===== src/rtl/memory_pkg.sv =====
// Shared constants and types for the data memory controller.
package memory_pkg;

  localparam int unsigned DATA_MEM_SIZE_BYTES = 512;
  localparam int unsigned DATA_MEM_LATENCY    = 2;

  typedef enum logic {IDLE, BUSY} mem_state_t;

endpackage


===== src/rtl/be_ram.sv =====
// Word-addressed storage with per-byte write enables and a registered read port.
// Contents are deliberately not reset.
module be_ram #(
  parameter int unsigned DEPTH = 128
) (
  input  logic                     clk_i,
  input  logic                     en_i,
  input  logic                     we_i,
  input  logic [3:0]               be_i,
  input  logic [$clog2(DEPTH)-1:0] addr_i,
  input  logic [31:0]              wdata_i,
  output logic [31:0]              rdata_o
);

  logic [31:0] mem [DEPTH];
  logic [31:0] rdata_q;

  // Byte-masked write, or capture of the addressed word on a read.
  always_ff @(posedge clk_i) begin
    if (en_i) begin
      if (we_i) begin
        for (int k = 0; k < 4; k++) begin
          if (be_i[k]) mem[addr_i][8*k +: 8] <= wdata_i[8*k +: 8];
        end
      end else begin
        rdata_q <= mem[addr_i];
      end
    end
  end

  assign rdata_o = rdata_q;

endmodule


===== src/rtl/data_mem_ctrl.sv =====
// Single-outstanding data memory controller with fixed response latency and
// out-of-range fault reporting.
module data_mem_ctrl
  import memory_pkg::*;
#(
  parameter int unsigned SIZE_BYTES = DATA_MEM_SIZE_BYTES,
  parameter int unsigned LATENCY    = DATA_MEM_LATENCY
) (
  input  logic        clk_i,
  input  logic        rst_ni,
  input  logic        req_i,
  input  logic        we_i,
  input  logic [3:0]  be_i,
  input  logic [31:0] addr_i,
  input  logic [31:0] wdata_i,
  output logic        ready_o,
  output logic        rvalid_o,
  output logic [31:0] rdata_o,
  output logic        err_o
);

  localparam int unsigned AW    = $clog2(SIZE_BYTES);
  localparam int unsigned DEPTH = SIZE_BYTES / 4;

  mem_state_t  state_q, state_d;
  logic [3:0]  cnt_q, cnt_d;
  logic        live_q;
  logic        pend_we_q, pend_err_q;
  logic [31:0] rdata_q;
  logic        err_q;
  logic        accept, in_range;
  logic [31:0] ram_rdata;
  logic        unused_addr_bits;

  assign unused_addr_bits = ^addr_i[1:0];
  assign in_range = (addr_i[31:AW] == '0);
  // live_q keeps ready_o low until the first edge after reset release.
  assign ready_o  = live_q && ((state_q == IDLE) || (cnt_q == 4'd0));
  assign rvalid_o = (state_q == BUSY) && (cnt_q == 4'd0);
  assign accept   = req_i && ready_o;

  be_ram #(
    .DEPTH (DEPTH)
  ) u_ram (
    .clk_i   (clk_i),
    .en_i    (accept && in_range),
    .we_i    (we_i),
    .be_i    (be_i),
    .addr_i  (addr_i[AW-1:2]),
    .wdata_i (wdata_i),
    .rdata_o (ram_rdata)
  );

  // Next-state and latency counter.
  always_comb begin
    state_d = state_q;
    cnt_d   = cnt_q;
    unique case (state_q)
      IDLE: begin
        if (accept) begin
          state_d = BUSY;
          cnt_d   = 4'(LATENCY - 1);
        end
      end
      BUSY: begin
        if (cnt_q != 4'd0) begin
          cnt_d = cnt_q - 4'd1;
        end else if (accept) begin
          cnt_d = 4'(LATENCY - 1);
        end else begin
          state_d = IDLE;
        end
      end
      default: begin
        state_d = IDLE;
        cnt_d   = 4'd0;
      end
    endcase
  end

  // Response outputs: live during the response cycle, otherwise the held copy.
  always_comb begin
    rdata_o = rdata_q;
    err_o   = err_q;
    if (rvalid_o) begin
      err_o = pend_err_q;
      if (!pend_we_q) rdata_o = pend_err_q ? 32'h0 : ram_rdata;
    end
  end

  // State, counter, request attributes and held response values.
  always_ff @(posedge clk_i or negedge rst_ni) begin
    if (!rst_ni) begin
      state_q    <= IDLE;
      cnt_q      <= 4'd0;
      live_q     <= 1'b0;
      pend_we_q  <= 1'b0;
      pend_err_q <= 1'b0;
      rdata_q    <= 32'h0;
      err_q      <= 1'b0;
    end else begin
      state_q <= state_d;
      cnt_q   <= cnt_d;
      live_q  <= 1'b1;
      rdata_q <= rdata_o;
      err_q   <= err_o;
      if (accept) begin
        pend_we_q  <= we_i;
        pend_err_q <= !in_range;
      end
    end
  end

endmodule


===== config.mk =====
export PLATFORM = sky130hd
export DESIGN_NAME = data_mem_ctrl
export DESIGN_NICKNAME = d
export VERILOG_FILES = /design/src/rtl/memory_pkg.sv /design/src/rtl/be_ram.sv /design/src/rtl/data_mem_ctrl.sv
export SDC_FILE = /design/constraint.sdc
export NUM_CORES = 2
export LEC_CHECK = 0
export CAP_MARGIN = 20
export CORE_MARGIN = 1.5
export CORE_UTILIZATION = 30
export CTS_CLUSTER_DIAMETER = 80
export DETAILED_ROUTE_END_ITERATION = 16
export PLACE_DENSITY_LB_ADDON = 0.08
export SYNTH_ARGS = -nofsm -noshare
export SYNTH_HDL_FRONTEND = slang
export SYNTH_SLANG_ARGS = --single-unit

===== constraint.sdc =====
create_clock -name clk_i -period 10.4 [get_ports clk_i]
set_input_delay 2.08 -clock clk_i [delete_from_list [all_inputs] [get_ports clk_i]]
set_output_delay 2.08 -clock clk_i [all_outputs]
set_load 0.01 [all_outputs]

==> run metrics <==
Worst Path Buf+Inv 3; fin nets 10100; final setup violating endpoints 0; CTS root buf clkbuf_16; fin crit period 6.42 ns; syn_nets 9946; Layout fillers 51200; CTS Hold Bufs 0; TritonCTS clock tree yes; # IOs 107; post-route cell area 189000 um2; most common cell after layout, fill and taps aside edfxtp_1; critical path data arrival time 7.07 ns; switch share 24.0%; R2R setup slack 5.60 ns; TritonRoute pass-1 iters 9; critical path's slowest cell nor2_1; TritonCTS buffer count 467; LEAKAGE 58.2 nW; cells along the critical path buf_8 -> buf_4 -> and3b_4 -> buf_4 -> nand2_1 -> nor2_1; global-route wire length before repair 964000 um; largest net degree at the start of global routing 108; Worst EP required 11.05 ns; post-route ant nets 0; highest ir drop seen on vdd 0.138 mV; Synth Cell Area 163000 um2; Yosys warnings 0; worst slew pin tran 1.30 ns; async set-reset flop share out of synthesis 0.983%; Top FF cell, synth edfxtp_1; Final Cycle Share 61.7%; Placement Rows 270; Die Span Y 740 um; wire per inst 41.5 um; relative slew slack 13.0%; RSZ-0062 raised after global routing false; max cap viols 0; Internal 0.0284 W; Worst Hold Class flip-flop to flip-flop; vias in the first global route 99000; power density over the cells 198 nW/um2; Core Footprint 541000 um2; startpoint types input pin; Starting Density 30.1%; initial antenna violation count 118; Crit. End Element flip-flop; clock group share of total power 43.4%; combinational power share 7.0%; DIE WIDTH 740 um; worst-path fanout max 45; synth unique cells 81; DRC 0; Total Routing Usage GR 26.0%; H-tree levels 5; die area 548000 um2; Post-synth EDFFs 4128; skew final 0.0613 ns; CP top delay family simple AND/OR/NAND/NOR gates; Mean Syn Cell Area 16.5 um2; status complete, no violations; clock buffer depth 4; fmax 156 MHz; TNS Setup 0 ns; #FFs+latches synth 4169; Iter 0 DRT Violations 14000; post-CTS sizing 0; critical path class input pin to flip-flop; most frequent cells in the layout 4128 x edfxtp_1, 637 x nor2_1, 478 x clkbuf_16; P_sw 0.00899 W; post-DP HPWL 461000 um; register share of total power 49.6%; total grt overflow 0; clock slew at reported path FFs 0.06 ns; synth-to-layout area growth 15.8%; CP most frequent cell buf_4; Tot Pwr 0.0374 W; vias per cell 5.80; CTS Sinks 4169; Placement Cell Area 174000 um2; final WL 735000 um; crit-path max cell delay 1.09 ns; clk_lat worst skew 1.05 ns; GPL Wtd Cong 0.837; sequential fraction of the synthesis area 76.7%; layout cells sized above 1 15.5%; setup bufs post-CTS 0; port bufs 104; Final Hold Viols 0; via count 103000; synthesized instance count 9873; final max-slew violation count 0
-- power groups by stage --
| stage | Clock, W | Combinational (W) | Sequential, W |
|---|---|---|---|
| floorplan | 0 | 0.00105 | 0.0189 |
| global placement | 0 | 0.00258 | 0.0189 |
| detailed placement | 0 | 0.00260 | 0.0189 |
| CTS | 0.0165 | 0.00260 | 0.0185 |
| global route | 0.0170 | 0.00269 | 0.0185 |
| finish | 0.0163 | 0.00261 | 0.0185 |
-- registers in the layout (all words and copies together) (netlist names) --
signal         count
u_ram.rdata_o     32
state_q            1
pend_we_q          1
rdata_q           32
pend_err_q         1
u_ram.mem       4096
cnt_q              4
live_q             1
err_q              1
-- synthesized netlist by cell type, drive strengths merged, types with 168 or more instances --
cell type / n / share of area (%)
buf: 460 / 1.5
mux2: 261 / 1.8
o21ai: 234 / 0.72
clkbuf: 356 / 0.82
nand2: 483 / 1.1
a221o: 168 / 1.0
edfxtp: 4128 / 76
a221oi: 404 / 2.2
a21oi: 395 / 1.2
o22ai: 220 / 0.84
mux2i: 271 / 1.7
a222oi: 215 / 1.3
a22oi: 471 / 2.2
nor2: 658 / 1.5
-- per-stage QoR --
| step | util [%] | instances | setup WS [ns] | hold WS [ns] |
|---|---|---|---|---|
| after floorplan | - | 9873 | 4.30 | 0.495 |
| after global placement | 32.0 | 16700 | 3.01 | 0.459 |
| after detailed placement | 32.1 | 16800 | 3.06 | 0.454 |
| after CTS | 34.8 | 17600 | 4.16 | 0.469 |
| after global routing | 34.9 | 17700 | 4.07 | 0.496 |
| final | 34.9 | 17700 | 3.98 | 0.463 |
-- tightest hold or removal path: stages (launching register included) --
cell and delay (ns):
dfrtp_1 0.32, nand2_1 0.04, nand2_1 0.06
-- metal layers --
layer	vias up	wire length, um	track usage [%]
li1	41100	-	-
met1	55600	312000	35.6
met2	5069	340000	41.4
met3	922	54600	4.43
met4	32	28500	9.39
met5	-	200	0
-- path summary, 6_finish.rpt --
kind / start / to / cells past startpoint
worst max-delay path: addr_i[2] / u_ram.mem[117][21] / 6
worst min-delay path: rdata_q[4] / rdata_q[4] / 2
worst max register to register: cnt_q[0] / u_ram.mem[9][7] / 11
worst min register to register: rdata_q[4] / rdata_q[4] / 2
max in group asynchronous: rst_ni / rdata_q[16] / 1
min in group asynchronous: rst_ni / rdata_q[6] / 1
-- cell type report --
cell class	count	area, um2	area share (%)
Multi-Input combinational cell	4877	34800	18.4
Inverter	11	65.1	0.0345
Sequential cell	4169	125000	66.2
Clock buffer	582	12400	6.54
Antenna cell	46	115	0.0610
Clock inverter	279	2400	1.27
Tap cell	7208	9020	4.78
Timing Repair Buffer	541	5030	2.66
-- cell families (layout without fill, tap and decap cells) --
logic type,after synthesis,after routing,share of synthesized area [%]
compound gates,2726,2726,12.8
fa+ha+maj,1,1,0.00767
buf+inv,827,1413,2.31
flops,4169,4169,76.7
mux,556,556,3.80
other cells,1,47,0.00230
simple gates,1593,1593,4.45
Note: power is estimated with default switching activity, not from simulation.
